$ cat src/rtl/fpu_issuer.sv
// fpu_issuer: initiator-side sequencer between the core and the fpu.
// One operation is in flight at a time:
//   accept request -> clear the fpu -> run the fpu -> return the response.
//
// Ports
//   clk_i, rst_ni                   clock, asynchronous active-low reset
//   req_valid_i / req_ready_o       request handshake
//   req_op_i, req_a_i, req_b_i,
//   req_rm_i, req_tag_i             request payload (op 0 add, 1 mul, 2 div, 3 sqrt, 4 compare)
//   in1p_o, in2p_o, opcode_o,
//   round_mp_o, act_o, fpu_rst_o    fpu drive
//   out_i, ov_i, un_i, inv_i,
//   inexact_i, div_zero_i, less_i,
//   eq_i, great_i, done_i           fpu result and status
//   rsp_valid_o / rsp_ready_i       response handshake
//   rsp_data_o, rsp_flags_o,
//   rsp_tag_o, rsp_timeout_o        response payload; rsp_flags = {inv,div_zero,ov,un,inexact}
//
// Optional feature (macro FPU_ISSUER_STICKY_EN)
//   clr_flags_i, sticky_flags_o     accumulated OR of the flags of all completed responses
//
// state | meaning
// IDLE  | ready for a request
// CLR   | fpu held in clear for RST_CYC cycles, operands already driven
// RUN   | act high, waiting for done or for the timeout
// RESP  | response presented until consumed
module fpu_issuer #(
  parameter int RST_CYC = 2,
  parameter int TIMEOUT = 64,
  parameter int TAG_W   = 4
) (
  input  logic             clk_i,
  input  logic             rst_ni,
  input  logic             req_valid_i,
  output logic             req_ready_o,
  input  logic [2:0]       req_op_i,
  input  logic [31:0]      req_a_i,
  input  logic [31:0]      req_b_i,
  input  logic [2:0]       req_rm_i,
  input  logic [TAG_W-1:0] req_tag_i,
  output logic [31:0]      in1p_o,
  output logic [31:0]      in2p_o,
  output logic [2:0]       opcode_o,
  output logic [2:0]       round_mp_o,
  output logic             act_o,
  output logic             fpu_rst_o,
  input  logic [31:0]      out_i,
  input  logic             ov_i,
  input  logic             un_i,
  input  logic             inv_i,
  input  logic             inexact_i,
  input  logic             div_zero_i,
  input  logic             less_i,
  input  logic             eq_i,
  input  logic             great_i,
  input  logic             done_i,
  output logic             rsp_valid_o,
  input  logic             rsp_ready_i,
  output logic [31:0]      rsp_data_o,
  output logic [4:0]       rsp_flags_o,
  output logic [TAG_W-1:0] rsp_tag_o,
  output logic             rsp_timeout_o
`ifdef FPU_ISSUER_STICKY_EN
  ,
  input  logic             clr_flags_i,
  output logic [4:0]       sticky_flags_o
`endif
);

  typedef enum logic [1:0] {IDLE, CLR, RUN, RESP} state_t;

  localparam logic [31:0] QNAN     = 32'h7FC0_0000;
  localparam logic [4:0]  INV_ONLY = 5'b10000;
  localparam logic [2:0]  OP_SQRT  = 3'd3;
  localparam logic [2:0]  OP_CMP   = 3'd4;
  localparam logic [15:0] CLR_LD   = 16'(RST_CYC - 1);
  localparam logic [15:0] RUN_LD   = 16'(TIMEOUT - 1);

  state_t             state_q, state_d;
  logic [15:0]        cnt_q, cnt_d;
  logic [2:0]         op_q, op_d;
  logic [31:0]        a_q, a_d, b_q, b_d;
  logic [2:0]         rm_q, rm_d;
  logic [TAG_W-1:0]   tag_q, tag_d;
  logic [31:0]        data_q, data_d;
  logic [4:0]         flags_q, flags_d;
  logic               tmo_q, tmo_d;
  logic               rsp_hs;

  assign rsp_hs = (state_q == RESP) && rsp_ready_i;

  always_ff @(posedge clk_i or negedge rst_ni) begin
    if (!rst_ni) begin
      state_q <= IDLE;
      cnt_q   <= '0;
      op_q    <= '0;
      a_q     <= '0;
      b_q     <= '0;
      rm_q    <= '0;
      tag_q   <= '0;
      data_q  <= '0;
      flags_q <= '0;
      tmo_q   <= 1'b0;
    end else begin
      state_q <= state_d;
      cnt_q   <= cnt_d;
      op_q    <= op_d;
      a_q     <= a_d;
      b_q     <= b_d;
      rm_q    <= rm_d;
      tag_q   <= tag_d;
      data_q  <= data_d;
      flags_q <= flags_d;
      tmo_q   <= tmo_d;
    end
  end

  always_comb begin
    state_d       = state_q;
    cnt_d         = cnt_q;
    op_d          = op_q;
    a_d           = a_q;
    b_d           = b_q;
    rm_d          = rm_q;
    tag_d         = tag_q;
    data_d        = data_q;
    flags_d       = flags_q;
    tmo_d         = tmo_q;
    req_ready_o   = 1'b0;
    in1p_o        = '0;
    in2p_o        = '0;
    opcode_o      = '0;
    round_mp_o    = '0;
    act_o         = 1'b0;
    fpu_rst_o     = 1'b0;
    rsp_valid_o   = 1'b0;
    rsp_data_o    = '0;
    rsp_flags_o   = '0;
    rsp_tag_o     = '0;
    rsp_timeout_o = 1'b0;
    case (state_q)
      IDLE: begin
        req_ready_o = 1'b1;
        if (req_valid_i) begin
          op_d  = req_op_i;
          a_d   = req_a_i;
          b_d   = req_b_i;
          rm_d  = req_rm_i;
          tag_d = req_tag_i;
          tmo_d = 1'b0;
          if (req_op_i > OP_CMP) begin
            // unsupported opcode: answer immediately, fpu untouched
            data_d  = QNAN;
            flags_d = INV_ONLY;
            state_d = RESP;
          end else begin
            cnt_d   = CLR_LD;
            state_d = CLR;
          end
        end
      end
      CLR: begin
        fpu_rst_o  = 1'b1;
        in1p_o     = a_q;
        in2p_o     = b_q;
        opcode_o   = op_q;
        round_mp_o = rm_q;
        if (cnt_q == '0) begin
          cnt_d   = RUN_LD;
          state_d = RUN;
        end else begin
          cnt_d = cnt_q - 16'd1;
        end
      end
      RUN: begin
        act_o      = 1'b1;
        in1p_o     = a_q;
        in2p_o     = b_q;
        opcode_o   = op_q;
        round_mp_o = rm_q;
        if (done_i) begin
          state_d = RESP;
          tmo_d   = 1'b0;
          if (op_q == OP_CMP) begin
            data_d  = {29'd0, great_i, eq_i, less_i};
            flags_d = {inv_i, 4'b0000};
          end else begin
            data_d  = out_i;
            flags_d = {inv_i, div_zero_i & (op_q != OP_SQRT), ov_i, un_i, inexact_i};
          end
        end else if (cnt_q == '0) begin
          // done never arrived within TIMEOUT run cycles
          state_d = RESP;
          tmo_d   = 1'b1;
          data_d  = QNAN;
          flags_d = INV_ONLY;
        end else begin
          cnt_d = cnt_q - 16'd1;
        end
      end
      RESP: begin
        rsp_valid_o   = 1'b1;
        rsp_data_o    = data_q;
        rsp_flags_o   = flags_q;
        rsp_tag_o     = tag_q;
        rsp_timeout_o = tmo_q;
        if (rsp_ready_i) state_d = IDLE;
      end
      default: state_d = IDLE;
    endcase
  end

`ifdef FPU_ISSUER_STICKY_EN
  logic [4:0] sticky_q, sticky_d;

  // a clear coinciding with a handshake keeps only the new response's flags
  always_comb begin
    sticky_d = sticky_q;
    if (rsp_hs)           sticky_d = (clr_flags_i ? 5'b0 : sticky_q) | flags_q;
    else if (clr_flags_i) sticky_d = 5'b0;
  end

  always_ff @(posedge clk_i or negedge rst_ni) begin
    if (!rst_ni) sticky_q <= '0;
    else         sticky_q <= sticky_d;
  end

  assign sticky_flags_o = sticky_q;
`else
  logic unused_hs;
  assign unused_hs = rsp_hs;
`endif

endmodule

$ cat config.mk
export PLATFORM = sky130hd
export DESIGN_NAME = fpu_issuer
export DESIGN_NICKNAME = d
export VERILOG_FILES = /design/src/rtl/fpu_issuer.sv
export SDC_FILE = /design/constraint.sdc
export NUM_CORES = 1
export LEC_CHECK = 0
export CORE_MARGIN = 2
export CORE_UTILIZATION = 41
export DETAILED_ROUTE_END_ITERATION = 6
export PLACE_DENSITY = 0.78
export SYNTH_ARGS = -nofsm -noshare
export SYNTH_HDL_FRONTEND = slang
export SYNTH_SLANG_ARGS = --single-unit
$ cat constraint.sdc
create_clock -name clk_i -period 2.2 [get_ports clk_i]
set_input_delay 0.22 -clock clk_i [delete_from_list [all_inputs] [get_ports clk_i]]
set_output_delay 0.22 -clock clk_i [all_outputs]
set_load 0.005 [all_outputs]
Word level (Yosys, flattened, before mapping)
Cells that the tools add are included. W data, S select, Z words.

Reduce and logical (&&, ||, !) cells: 10. Add/sub/neg operators: 1. Muxes and demuxes: 41. Order comparisons: 1. Bitwise operators: 1. Equal/unequal tests: 13.

Operators with widths (count): $mux W32 (8); $mux W16 (5); $pmux W32 S2 (1); $pmux W16 S3 (1); $mux W5 (5); $logic_not A16 Y1 (1); $sub A16 B1 Y16 const B (1); $ne A2 B2 Y1 const B (7); $mux W2 (6); $pmux W5 S2 (1); $mux W1 (8); $mux W4 (2); $pmux W2 S4 (1); $reduce_and A4 Y1 (2); $mux W3 (2); $reduce_and A5 Y1 (1); $eq A2 B2 Y1 const B (2); $eq A3 B3 Y1 const B (1); $gt A3 B3 Y1 const B (1); $ne A3 B2 Y1 const B (1); $ne A3 B3 Y1 const B (1); $reduce_and A3 Y1 (1); $reduce_bool A3 Y1 (1); $eq A2 B1 Y1 const B (1); 6 further kinds (6).

Input port bits: 119. Register bits: 130. Logic and storage cells: 77.

Logic depth before layout (Yosys ltp)
Depth in word-level cells: 5. Depth in mapped cells: 10. Depth with buffers taken out: 7.

Least setup slack after synthesis
Ideal clock, no wire load.

Path kind: register to register. Start point: register state_q[0]. End point: register cnt_q[12]. Cell stages (with the launch flop): 9. Buffers on the path: 1. Data required time: 2.122 ns. Library setup time: 0.078 ns. Period minus slack after synthesis: 2.240 ns. Setup slack: -0.040 ns. Arrival time: 2.162 ns. Path through: dfrtp_1 inv_1 ha_1 clkbuf_1 nand2_1 a41oi_2 a21o_4 or4b_1 a21oi_1.

Longest elaborated chain between the ends: 3. Elaborated cells on any way between the ends: 10. Those cells by class: eq/ne: 6; mux: 1; reduce/logical: 3.

Ends and longest elaborated chain: start, declared (RTL line 79) `state_t state_q, state_d;`; start signal, assigned (RTL line 105) `state_q <= state_d;`; $eq A2 B2 Y1, or another cell as far along (RTL line 141) `case (state_q)`; $ne A2 B2 Y1 (no line) or $reduce_bool A3 Y1 (tied branches); $reduce_and A5 Y1 (no line); end signal, assigned (RTL line 106) `cnt_q <= cnt_d;`; end, declared (RTL line 80) `logic [15:0] cnt_q, cnt_d;`.

Parallel ways exist; a longest one is shown, timed or not. A chain may end at the register's enable or synchronous reset.

Worst setup path after layout
Ends and elaborated chain as after synthesis.

==> flow_metrics.tcl <==
set metrics [dict create \
    drt-wirelength-per-cell_um 17.89 \
    violations "negative setup slack" \
    yosysTopAreaCellShare_pct 51.26 \
    clkTransAtPathRegs_ns 0.06 \
    ios 235 \
    layout.cells.most_common "clkdlybuf4s50_1" \
    layout_min_cycle_time_ns 2.243 \
    timing.hold.ws_ns 0.2608 \
    fp-row-count 45 \
    vias 5489 \
    synth_cell_types 48 \
    worst_ep_arrival_time_ns 2.58 \
    met3_length_mm 1.799 \
    antenna_found_initial 0 \
    place_hpwl_mm 12.97 \
    io_buffers 234 \
    ys_dominant_reg_cell "dfrtp_1" \
    cts_made_buffers 17 \
    die_x_um 128.4 \
    totalPowerFinal_mw 16.46 \
    core_um2 15150 \
    critical_path_class "reg -> reg" \
    p_leak_nw 4.472 \
    grt_pass1_vias 5819 \
    p_per_area_nw_per_um2 1617 \
    yosys_warnings 0 \
    grt.total_usage_pct 22.93 \
    cp_cell_sequence "inv_2, buf_4, ha_2, a211oi_4, a41oi_4, a21o_4, or4b_1, a21oi_2" \
    seq_area_frac_synth_pct 51.26 \
    finalCritPeriodShare_pct 102.0 \
    die_h_um 128.4 \
    wl_met1_mm 7.316 \
    p_int_mw 10.48 \
    mostFrequentLayoutCells "clkdlybuf4s50_1, dfrtp_1, and2_1" \
    setup_viol 6 \
    cts_num_sinks 130 \
    slowest_delay_ns 0.52 \
    maxCapViolCount 0 \
    routed.top_layer "met4" \
    post-synth-top-area-cell "dfrtp_1" \
    drt_iter0_markers 208 \
    drive_gt1_share_pct 26.76 \
    synth_nets 711 \
    p_seq_share_pct 25.3 \
    fmax_ghz 0.4458 \
    hold_path_class "in -> async" \
    viasPerCell 5.130 \
    switching_share_pct 36.36 \
    wl_met2_mm 9.580 \
    p_clk_share_pct 17.7 \
    worst-endpoint-required_ns 2.54 \
    ant_nets 0 \
    cts_root_buf "clkbuf_16" \
    max_slew_margin_pct 66.08 \
    net-switching-power_mw 5.987 \
    postSynthCellCount 586 \
    fin_nets 994 \
    setup_slack_ns -0.04292 \
    dieArea_um2 16490 \
    slew_violations 0 \
    hold_viol 0 \
    initial_core_util_pct 41.90 \
    grt_max_degree 52 \
    tightest_slew_ns 0.5075 \
    drt-total-wl_mm 19.14 \
    drc 0 \
    ir_drop_mv 0.8496 \
    cp-start-kind "flop" \
    async_flop_share_pct 100.0 \
    place_congestion 0.8549 \
    netlist_area_um2 6346 \
    rsz0062_at_grt "true" \
    area_delta_synth_final_pct 60.39 \
    n_antenna_cell 0 \
    critPathMaxFanout 7 \
    skew_ns 0.009694 \
    cts_buffer_depth 2 \
    grt_overflow 0 \
    firstDrtPassIters 4 \
    synth_top_cells_by_area "dfrtp_1, mux2_2, and2_1" \
    status "finished, violations left" \
    synth-edff-count 0 \
    cp_slowest_cell "or4b_1" \
    pwr-share-comb_pct 57.1 \
    grt_pass1_wl_mm 29.11 \
    syn_area_per_cell_um2 10.83 \
    dp_cells 1006 \
    cts_max_level 4 \
    stdcell_count 1070 \
    cts_tree "yes" \
    cp-end-kind "flop" \
    clock_latency_ns 0.42 \
    ys_seq_elements 130 \
]
## flip-flops by register name (all words and copies together) (netlist names)
name / flops
a_q: 32
b_q: 32
cnt_q: 16
data_q: 32
flags_q: 5
op_q: 3
rm_q: 3
state_q: 2
tag_q: 4
tmo_q: 1
## worst max-delay path: cells and delay by family (launching register included)
| kind | cells | cell delay [ns] |
|---|---|---|
| AO/OA/AOI/OAI | 4 | 0.80 |
| adder cells (fa/ha/maj) | 1 | 0.22 |
| AND/OR/NAND/NOR | 1 | 0.52 |
| flip-flops | 1 | 0.41 |
| buffers and inverters | 2 | 0.20 |
## path summary, 6_finish.rpt
| check | startpoint | to | slack, ns | depth (start not counted) |
|---|---|---|---|---|
| worst max-delay path | state_q[0] | cnt_q[12] | -0.04 | 8 |
| worst min-delay path | rst_ni | b_q[14] | 0.26 | 2 |
| worst max register to register | state_q[0] | cnt_q[12] | -0.04 | 8 |
| worst min register to register | data_q[5] | data_q[5] | 0.48 | 2 |
| max in group asynchronous | rst_ni | data_q[27] | 1.19 | 3 |
| min in group clk_i | out_i[12] | data_q[12] | 0.34 | 3 |
## power by group through the flow
stage               clock (mW)  combinational, mW  sequential [mW]
global placement             0               7.98             4.07
global route              3.08               10.1             4.28
floorplan                    0               4.38             3.93
CTS                       2.96               8.82             4.12
detailed placement           0               8.17             4.14
finish                    2.91               9.39             4.16
## routing by layer
| metal | GRT usage (%) | vias to the layer above |
|---|---|---|
| met2 | 38.89 | 238 |
| li1 | - | 2556 |
| met1 | 26.26 | 2666 |
| met4 | 9.373 | 0 |
| met5 | 0 | - |
| met3 | 8.524 | 29 |
## cell usage after synthesis (2+ instances only)
| cell | n |
|---|---|
| inv_1 | 8 |
| nand2b_1 | 2 |
| xnor2_1 | 7 |
| or4_1 | 6 |
| or2_2 | 4 |
| o211ai_1 | 2 |
| nor2b_1 | 2 |
| o21ai_0 | 4 |
| clkbuf_1 | 29 |
| ha_1 | 6 |
| mux2i_1 | 3 |
| buf_2 | 2 |
| mux2_2 | 75 |
| nand2_1 | 70 |
| a21oi_1 | 23 |
| or4b_1 | 2 |
| a211oi_1 | 3 |
| dfrtp_1 | 130 |
| o22a_1 | 4 |
| buf_6 | 7 |
| o21ai_1 | 34 |
| o31ai_1 | 4 |
| or3_1 | 5 |
| nor2_1 | 15 |
| and2_1 | 112 |
| a2bb2oi_1 | 2 |
| a2111oi_0 | 4 |
## final cells by class
class / instances / area, um2
clock inverter: 14 / 178.9
sequential: 130 / 3256
timing repair buffer: 301 / 2979
tap: 188 / 235.2
inverter: 8 / 30.03
multi-input combinational: 411 / 3070
fill: 1098 / 4967
clock buffer: 18 / 429.2
## stage by stage
step / utilization (%) / area [um2] / setup TNS [ns] / worst slack [ns]
global route: 67.20 / 10180 / -2.068 / -0.1150
floorplan: - / 6364 / 0 / 0.01451
detailed placement: 60.38 / 9145 / -0.008275 / -0.008275
finish: 67.20 / 10180 / -0.1195 / -0.04292
CTS: 65.99 / 9995 / -0.7027 / -0.08661
global placement: 60.38 / 9145 / 0 / 0.02889
## logic make-up (layout without fill, tap and decap cells)
family	count (synthesis)	in the layout	share of synthesized area, %
flip-flops	130	130	51.26
multiplexers	78	78	13.78
buffers and inverters	46	341	3.588
AND/OR/NAND/NOR	226	226	19.62
AO/OA/AOI/OAI	93	94	9.602
adder cells (fa/ha/maj)	6	6	1.183
XOR/XNOR	7	7	0.9661
## repair_timing
| action | in CTS | in global routing |
|---|---|---|
| setup buffers | 16 | 11 |
| hold buffers | 1 | 0 |
| pin swaps | 1 | 11 |
| endpoints found under the hold margin | 27 | 0 |
| gates cloned | 4 | 2 |
| resized for setup | 121 | 61 |
| setup endpoints to repair | 111 | 117 |
No activity file was read; power rests on OpenSTA's default activity.
